===== src/rtl/cpu_pkg.sv =====
// Shared CPU definitions: MDU opcodes, TNEW width and the E-stage bundle type.
package cpu_pkg;

    localparam int TNEW_W = 2;

    localparam logic [3:0] MDU_NOP   = 4'd0;
    localparam logic [3:0] MDU_MULT  = 4'd1;
    localparam logic [3:0] MDU_MULTU = 4'd2;
    localparam logic [3:0] MDU_DIV   = 4'd3;
    localparam logic [3:0] MDU_DIVU  = 4'd4;
    localparam logic [3:0] MDU_MFHI  = 4'd5;
    localparam logic [3:0] MDU_MFLO  = 4'd6;
    localparam logic [3:0] MDU_MTHI  = 4'd7;
    localparam logic [3:0] MDU_MTLO  = 4'd8;

    typedef struct packed {
        logic              valid;
        logic [31:0]       pc;
        logic [31:0]       instr;
        logic [31:0]       rs_val;
        logic [31:0]       rt_val;
        logic [31:0]       imm_ext;
        logic [4:0]        rd_addr;
        logic              reg_we;
        logic [TNEW_W-1:0] tnew;
        logic [3:0]        mdu_op;
        logic              bd;
    } e_bundle_t;

    // Bubble that still carries the stalled instruction's PC and delay-slot flag.
    function automatic e_bundle_t bubble_keep_pc(input logic [31:0] pc, input logic bd);
        e_bundle_t b;
        b    = '0;
        b.pc = pc;
        b.bd = bd;
        return b;
    endfunction

endpackage


===== src/rtl/de_pipe_reg_sat_counter.sv =====
// Saturating up-counter with synchronous clear; holds at all-ones.
module sat_counter #(
    parameter int W = 16
) (
    input  logic         clk,
    input  logic         clr_i,
    input  logic         inc_i,
    output logic [W-1:0] cnt_o
);

    logic [W-1:0] cnt_q;

    always_ff @(posedge clk) begin
        if (clr_i) begin
            cnt_q <= '0;
        end else if (inc_i && (cnt_q != {W{1'b1}})) begin
            cnt_q <= cnt_q + W'(1);
        end
    end

    assign cnt_o = cnt_q;

endmodule


===== src/rtl/de_pipe_reg.sv =====
// D->E pipeline register with bubble insertion, flush, global hold and a bubble counter.
// Build option DE_PIPE_KEEP_PC_EN: bubbles keep pc/bd of the stalled instruction.
module de_pipe_reg
    import cpu_pkg::*;
#(
    parameter int CNT_W = 16
) (
    input  logic              clk,
    input  logic              reset,
    input  logic              stall_i,
    input  logic              flush_i,
    input  logic              hold_i,
    input  logic              valid_d,
    input  logic [31:0]       pc_d,
    input  logic [31:0]       instr_d,
    input  logic [31:0]       rs_val_d,
    input  logic [31:0]       rt_val_d,
    input  logic [31:0]       imm_ext_d,
    input  logic [4:0]        rd_addr_d,
    input  logic              reg_we_d,
    input  logic [TNEW_W-1:0] tnew_d,
    input  logic [3:0]        mdu_op_d,
    input  logic              bd_d,
    output logic              valid_e,
    output logic [31:0]       pc_e,
    output logic [31:0]       instr_e,
    output logic [31:0]       rs_val_e,
    output logic [31:0]       rt_val_e,
    output logic [31:0]       imm_ext_e,
    output logic [4:0]        rd_addr_e,
    output logic              reg_we_e,
    output logic [TNEW_W-1:0] tnew_e,
    output logic [3:0]        mdu_op_e,
    output logic              bd_e,
    output logic [CNT_W-1:0]  bubble_cnt
);

    e_bundle_t bundle_q, bundle_d;
    e_bundle_t load_b, bubble_b;
    logic      bubble_req;

    // An upstream bubble loads normally but must never write back or start the MDU.
    always_comb begin
        load_b.valid   = valid_d;
        load_b.pc      = pc_d;
        load_b.instr   = instr_d;
        load_b.rs_val  = rs_val_d;
        load_b.rt_val  = rt_val_d;
        load_b.imm_ext = imm_ext_d;
        load_b.rd_addr = rd_addr_d;
        load_b.reg_we  = valid_d & reg_we_d;
        load_b.tnew    = tnew_d;
        load_b.mdu_op  = valid_d ? mdu_op_d : MDU_NOP;
        load_b.bd      = bd_d;
    end

`ifdef DE_PIPE_KEEP_PC_EN
    assign bubble_b = bubble_keep_pc(pc_d, bd_d);
`else
    assign bubble_b = '0;
`endif

    assign bubble_req = ~hold_i & (flush_i | stall_i);

    always_comb begin
        bundle_d = load_b;
        if (hold_i) begin
            bundle_d = bundle_q;
        end else if (flush_i || stall_i) begin
            bundle_d = bubble_b;
        end
    end

    always_ff @(posedge clk) begin
        if (reset) begin
            bundle_q <= '0;
        end else begin
            bundle_q <= bundle_d;
        end
    end

    sat_counter #(
        .W(CNT_W)
    ) u_bubble_cnt (
        .clk  (clk),
        .clr_i(reset),
        .inc_i(bubble_req),
        .cnt_o(bubble_cnt)
    );

    assign valid_e   = bundle_q.valid;
    assign pc_e      = bundle_q.pc;
    assign instr_e   = bundle_q.instr;
    assign rs_val_e  = bundle_q.rs_val;
    assign rt_val_e  = bundle_q.rt_val;
    assign imm_ext_e = bundle_q.imm_ext;
    assign rd_addr_e = bundle_q.rd_addr;
    assign reg_we_e  = bundle_q.reg_we;
    assign tnew_e    = bundle_q.tnew;
    assign mdu_op_e  = bundle_q.mdu_op;
    assign bd_e      = bundle_q.bd;

endmodule


===== config.mk =====
export PLATFORM = sky130hd
export DESIGN_NAME = de_pipe_reg
export DESIGN_NICKNAME = d
export VERILOG_FILES = /design/src/rtl/cpu_pkg.sv /design/src/rtl/de_pipe_reg_sat_counter.sv /design/src/rtl/de_pipe_reg.sv
export SDC_FILE = /design/constraint.sdc
export NUM_CORES = 1
export LEC_CHECK = 0
export BUFFER_PORTS_ARGS = -buffer_cell sky130_fd_sc_hd__buf_2
export CAP_MARGIN = 15
export CORE_AREA = 2 2 142 144
export CTS_CLUSTER_SIZE = 20
export DETAILED_ROUTE_END_ITERATION = 12
export DIE_AREA = 0 0 144 146
export PLACE_DENSITY = 0.65
export SYNTH_ARGS = -nofsm -noshare
export SYNTH_HDL_FRONTEND = slang
export SYNTH_SLANG_ARGS = --single-unit

===== constraint.sdc =====
create_clock -name clk -period 3.2 [get_ports clk]
set_clock_uncertainty 0.05 [all_clocks]
set_input_delay 0.64 -clock clk [delete_from_list [all_inputs] [get_ports clk]]
set_output_delay 0.64 -clock clk [all_outputs]
set_load 0.05 [all_outputs]

==> results of run 1 <==
worst min-delay path, cell delays in order:
cell and delay (ns):
buf_2 0.07, mux2i_1 0.05, nor2_1 0.07
cells by family after synthesis:
logic type / count (synthesis) / synth area share [%]
compound gates: 59 / 5.96
fa+ha+maj: 1 / 0.184
buf+inv: 51 / 2.85
flops: 190 / 55.9
mux: 146 / 21.5
simple gates: 219 / 13.6
routing by layer:
layer	vias to the layer above	routed length (µm)	track usage, %
met3	32	1320	5.20
met5	-	0	0
met2	203	9370	29.4
li1	2978	-	-
met1	2738	7740	20.0
met4	0	469	6.72
flip-flops by register name (all words and copies together), names as in the netlist:
signal / cells
reg_we_e: 1
imm_ext_e: 32
rt_val_e: 32
rd_addr_e: 5
tnew_e: 2
bd_e: 1
instr_e: 32
mdu_op_e: 4
pc_e: 32
valid_e: 1
u_bubble_cnt.cnt_o: 16
rs_val_e: 32
power by group:
group	leakage, nW	switching [mW]	internal [mW]	total, mW
logic	3.02	0.541	0.256	0.797
registers	1.55	0.0435	2.45	2.50
clock network	0.307	0.978	1.23	2.21
total	4.88	1.56	3.94	5.50
cell type report:
cell class | instances | area, µm² | share of cell area (%)
antenna | 2 | 5.00 | 0.0524
inverter | 2 | 7.51 | 0.0787
tap | 265 | 332 | 3.47
timing repair buffer | 376 | 1950 | 20.4
sequential | 190 | 3800 | 39.9
clock inverter | 13 | 171 | 1.80
multi-input combinational | 425 | 2820 | 29.6
clock buffer | 19 | 453 | 4.75
layout by cell type, fill, tap and decap left out, drive strengths merged:
cell type / netlist / final
buf: 5 / 375
dfxtp: 190 / 190
nor2: 178 / 178
mux2i: 144 / 144
a22oi: 25 / 25
clkbuf: 44 / 20
a21oi: 14 / 14
or4: 9 / 9
o31ai: 9 / 9
inv: 2 / 7
nand2: 6 / 6
clkinv: 0 / 6
a32oi: 5 / 5
nand4: 5 / 5
o21ai: 4 / 4
or3: 4 / 4
nand3: 3 / 3
nor4: 3 / 3
diode: 0 / 2
nor2b: 2 / 2
or2: 2 / 2
mux2: 2 / 2
or3b: 2 / 2
bufinv: 0 / 2
nor3: 2 / 2
o21bai: 1 / 1
nand2b: 1 / 1
and2: 1 / 1
and4: 1 / 1
o41ai: 1 / 1
ha: 1 / 1
final timing paths:
kind / cells past startpoint / start / slack, ns / to
min reg2reg: 2 / mdu_op_e[0]$_SDFFE_PP0N_ / 0.43 / mdu_op_e[0]$_SDFFE_PP0N_
max reg2reg: 4 / u_bubble_cnt.cnt_o[4]$_SDFFE_PP0P_ / 1.20 / u_bubble_cnt.cnt_o[15]$_SDFFE_PP0P_
max: 4 / u_bubble_cnt.cnt_o[4]$_SDFFE_PP0P_ / 1.20 / u_bubble_cnt.cnt_o[15]$_SDFFE_PP0P_
min: 3 / rs_val_d[5] / 0.39 / rs_val_e[5]$_SDFFE_PP0N_
stage by stage:
stage / cells / utilization (%) / hold slack [ns]
after floorplan: 666 / - / 0.666
after global placement: 1258 / 46.1 / 0.409
after detailed placement: 1258 / 46.1 / 0.422
after CTS: 1290 / 49.3 / 0.375
after global routing: 1291 / 49.3 / 0.382
final: 1292 / 49.4 / 0.394
==> flow_summary.json, run 1 <==
{
  "post-cts-setup-buffers": 0,
  "worstSetupPathType": "flip-flop to flip-flop",
  "final_cell_area_um2": 9540,
  "clk_latency_ns": 0.41,
  "cts_hold_buf": 0,
  "yosysWarnings": 0,
  "power_density_nw_per_um2": 576,
  "ys_seq_area_share_pct": 55.9,
  "cap_violations": 0,
  "setup_violations": 0,
  "grt_max_degree": 90,
  "grt_pass1_wl_um": 28700,
  "final_max_slew_viol_count": 0,
  "grt_pass1_vias": 5570,
  "pre_cts_slack_ns": 0.824,
  "critPathMaxStageDelay_ns": 0.68,
  "syn_inst": 666,
  "syn_area_per_cell_um2": 10.2,
  "port_buffers": 368,
  "synth_area_leaders": "dfxtp_1 (56%), mux2i_1 (21%), nor2_1 (9.8%), a22oi_1 (2.8%), clkbuf_1 (2.4%)",
  "synth_area_leader_cell": "dfxtp_1",
  "ios": 369,
  "start_kind": "flip-flop",
  "rsz0062_at_grt": "false",
  "crit_family": "simple AND/OR/NAND/NOR gates",
  "hp-class": "input pin to flip-flop",
  "arrival_ns": 2.29,
  "end_kind": "flip-flop",
  "timing.final.ws_setup_ns": 1.20,
  "hold_viol_final": 0,
  "syn-num-nets": 846,
  "crit_path_frequent_cell": "or4_1",
  "yosysTopAreaCellShare_pct": 55.9,
  "synthArstFlopShare_pct": 0,
  "routed_wl_um": 18900,
  "period_share_pct": 62.4,
  "cts_num_sinks": 190,
  "irDropWorstVdd_uv": 345,
  "setup_tns_ns": 0,
  "grt-ovfl-total": 0,
  "status": "finished clean",
  "cts_tree": "done",
  "grt.total_usage_pct": 17.2,
  "die_h_um": 146,
  "worstPathMaxFanout": 10,
  "cts-root-buf": "clkbuf_16",
  "first_pass_iters": 4,
  "ctsResizeCount": 0,
  "crit_path_cell_trace": "nand2_1 -> or4_1 -> or4_1 -> a21oi_1",
  "fmax_mhz": 500,
  "dp_hpwl_um": 13500,
  "start_util_pct": 35.2,
  "die_x_um": 144,
  "synth_enable_flop_cells": 0,
  "tightest_slew_ns": 0.703,
  "htree_levels": 4,
  "p_total_mw": 5.50,
  "grt_antenna_before_repair": 2,
  "post-route-min-period_ns": 2.00,
  "worst-path-buf-inv": 0,
  "nets": 1192,
  "dpl_cell_area_um2": 8910,
  "synthTopCellsByCount": "dfxtp_1 (190), nor2_1 (178), mux2i_1 (144)",
  "num_rows": 51,
  "synth_seq_cells": 190,
  "cts_made_buffers": 17,
  "ant_nets": 0,
  "clkTransAtPathRegs_ns": 0.08,
  "cp_slowest_cell": "or4_1",
  "viasPerCell": 4.61,
  "ys_types": 29,
  "fillers": 1870,
  "slew_headroom_pct": 53.1,
  "netlist_area_um2": 6800,
  "ys.flop_type": "dfxtp_1",
  "syn2layout_area_growth_pct": 40.3,
  "p_leak_nw": 4.88,
  "gp_congestion": 0.769,
  "yosysMostFrequentCell": "dfxtp_1",
  "crit_required_ns": 3.50,
  "first_iter_violations": 262,
  "vias": 5951,
  "clock_path_buffers": 2,
  "drc": 0,
  "die_area_um2": 21000,
  "drive_gt1_share_pct": 40.7,
  "wl_per_cell_um": 14.6,
  "core_area_um2": 19300
}
(Power assumes the default switching activity.)
==> run 2: changes to the inputs <==
--- a/config.mk
+++ b/config.mk
@@ -11,7 +11,7 @@
 export CTS_CLUSTER_SIZE = 20
 export DETAILED_ROUTE_END_ITERATION = 12
 export DIE_AREA = 0 0 144 146
-export PLACE_DENSITY = 0.65
+export PLACE_DENSITY = 0.68
 export SYNTH_ARGS = -nofsm -noshare
 export SYNTH_HDL_FRONTEND = slang
 export SYNTH_SLANG_ARGS = --single-unit
==> constraint.sdc (replaced) <==
create_clock -name clk -period 1.8 [get_ports clk]
set_clock_uncertainty 0.05 [all_clocks]
set_input_delay 0.36 -clock clk [delete_from_list [all_inputs] [get_ports clk]]
set_output_delay 0.36 -clock clk [all_outputs]
set_load 0.05 [all_outputs]
==> run 2 against run 1 <==
Count of clock-buffer cells in the layout is the same. Core utilization is 0.97 points higher. Highest routed layer unchanged. Worst setup slack worse by 1.1 ns. Clock power increased by 71%.
==> flow_summary.json, run 2 (same netlist as run 1, synthesis figures left out) <==
{
  "status": "finished clean",
  "start_kind": "flip-flop",
  "p_leak_nw": 4.94,
  "port_buffers": 368,
  "clock_path_buffers": 2,
  "grt_max_degree": 99,
  "fmax_mhz": 594,
  "irDropWorstVdd_uv": 708,
  "grt_antenna_before_repair": 0,
  "num_rows": 51,
  "ctsResizeCount": 0,
  "die_x_um": 144,
  "clk_latency_ns": 0.41,
  "gp_congestion": 0.799,
  "hold_viol_final": 0,
  "slew_headroom_pct": 57.6,
  "routed_wl_um": 18600,
  "post-cts-setup-buffers": 0,
  "worstPathMaxFanout": 8,
  "grt.total_usage_pct": 17.1,
  "regArea_um2": 3850,
  "htree_levels": 4,
  "crit_path_cell_trace": "ha_4 -> nand3_2 -> or2_4 -> nor4_4 -> mux2_2",
  "multi_input_area_um2": 2880,
  "ff2ff_setup_slack_ns": 0.12,
  "critPathMaxStageDelay_ns": 0.38,
  "viasPerCell": 4.66,
  "cts_num_sinks": 190,
  "arrival_ns": 1.93,
  "finalNonFillerCells": 1301,
  "first_iter_violations": 250,
  "fin_util_pct": 50.3,
  "place_inst": 1269,
  "grt_pass1_vias": 5815,
  "ant_nets": 0,
  "drc": 0,
  "dp_hpwl_um": 13600,
  "final_cell_mix": "buf_2 (367), nor2_1 (178), dfxtp_1 (174), mux2i_1 (144), a22oi_1 (25)",
  "cts_hold_buf": 0,
  "crit_required_ns": 2.05,
  "startpoint": "u_bubble_cnt.cnt_o[0]$_SDFFE_PP0P_",
  "die_area_um2": 21000,
  "endpoint": "u_bubble_cnt.cnt_o[10]$_SDFFE_PP0P_",
  "antenna_cells": 0,
  "power_density_nw_per_um2": 991,
  "final_max_slew_viol_count": 0,
  "cts_made_buffers": 17,
  "cp_slowest_cell": "dfxtp_4",
  "drive_gt1_share_pct": 43.4,
  "first_pass_iters": 4,
  "core_area_um2": 19300,
  "ios": 369,
  "tightest_slew_ns": 0.635,
  "reg2reg_depth": 5,
  "worstReg2RegStart": "u_bubble_cnt.cnt_o[0]$_SDFFE_PP0P_",
  "hp-class": "input pin to flip-flop",
  "setup_violations": 0,
  "grt-ovfl-total": 0,
  "grt_pass1_wl_um": 29000,
  "nets": 1203,
  "cts-root-buf": "clkbuf_16",
  "die_h_um": 146,
  "period_share_pct": 93.5,
  "start_util_pct": 35.2,
  "syn2layout_area_growth_pct": 43.1,
  "rsz0062_at_grt": "false",
  "post-route-min-period_ns": 1.68,
  "end_kind": "flip-flop",
  "worstSetupPathType": "flip-flop to flip-flop",
  "clkTransAtPathRegs_ns": 0.08,
  "cap_violations": 0,
  "fillers": 1820,
  "final_common_cell": "buf_2",
  "vias": 6061,
  "cts_tree": "done",
  "r2r_end": "u_bubble_cnt.cnt_o[10]$_SDFFE_PP0P_",
  "wl_per_cell_um": 14.3
}
[run 2: cell types whose count changed in the layout (fill, tap and decap cells not counted), sizes merged]
cell / change
clkinvlp: +1
bufinv: -2
buf: +11
clkinv: -2
diode: -2
inv: +3
[run 2: routing by layer]
layer / share of wire (%) / vias to the layer above / track usage, % / wire length (µm)
met2: 49 / 214 / 29.6 / 9190
met3: 7.6 / 33 / 5.79 / 1420
met4: 2.3 / 0 / 5.83 / 423
met1: 41 / 2808 / 19.7 / 7600
met5: 0 / - / 0 / 0
li1: - / 3006 / - / -
[run 2: where the power goes]
part / switching [mW] / internal (mW) / total, mW
clock network: 1.81 / 1.98 / 3.79
registers: 0.0776 / 4.34 / 4.42
logic: 0.964 / 0.469 / 1.43
total: 2.85 / 6.80 / 9.64
[run 2: critical path: cells and delay by family (launching register included)]
kind                       cells  cell delay [ns]
and+or+nand+nor                3             0.65
adders and majority gates      1             0.14
muxes                          1             0.36
DFF                            1             0.38
[run 2: worst min path at each step]
stage,from,to,slack (ns),cells past startpoint
CTS,rs_val_d[7],rs_val_e[7]$_SDFFE_PP0N_,0.10,3
global placement,mdu_op_e[1]$_SDFFE_PP0N_,mdu_op_e[1]$_SDFFE_PP0N_,0.41,2
finish,instr_d[18],instr_e[18]$_SDFFE_PP0N_,0.12,3
floorplan,imm_ext_d[0],imm_ext_e[0]$_SDFFE_PP0N_,0.45,2
global route,rd_addr_d[1],rd_addr_e[1]$_SDFFE_PP0N_,0.1,3
detailed placement,mdu_op_e[0]$_SDFFE_PP0N_,mdu_op_e[0]$_SDFFE_PP0N_,0.42,2
[run 2: area by class of cell]
| type | instances | area share [%] |
|---|---|---|
| timing repair buffer | 387 | 21.1 |
| multi-input combinational | 425 | 29.6 |
| tap | 265 | 3.41 |
| clock buffer | 19 | 4.77 |
| inverter | 2 | 0.0772 |
| clock inverter | 13 | 1.45 |
| sequential | 190 | 39.6 |
[run 2: per-stage QoR]
stage               cell area [µm²]  power (mW)  hold WS, ns  setup TNS [ns]  setup slack (ns)
CTS                            9720        9.76        0.100               0            0.0488
global placement               9110        5.94        0.408          -0.625            -0.115
floorplan                      6940        5.49        0.454          -0.411           -0.0831
detailed placement             9110        5.96        0.425          -0.806            -0.128
global route                   9730        10.0       0.0985               0            0.0144
finish                         9730        9.64        0.122               0             0.117
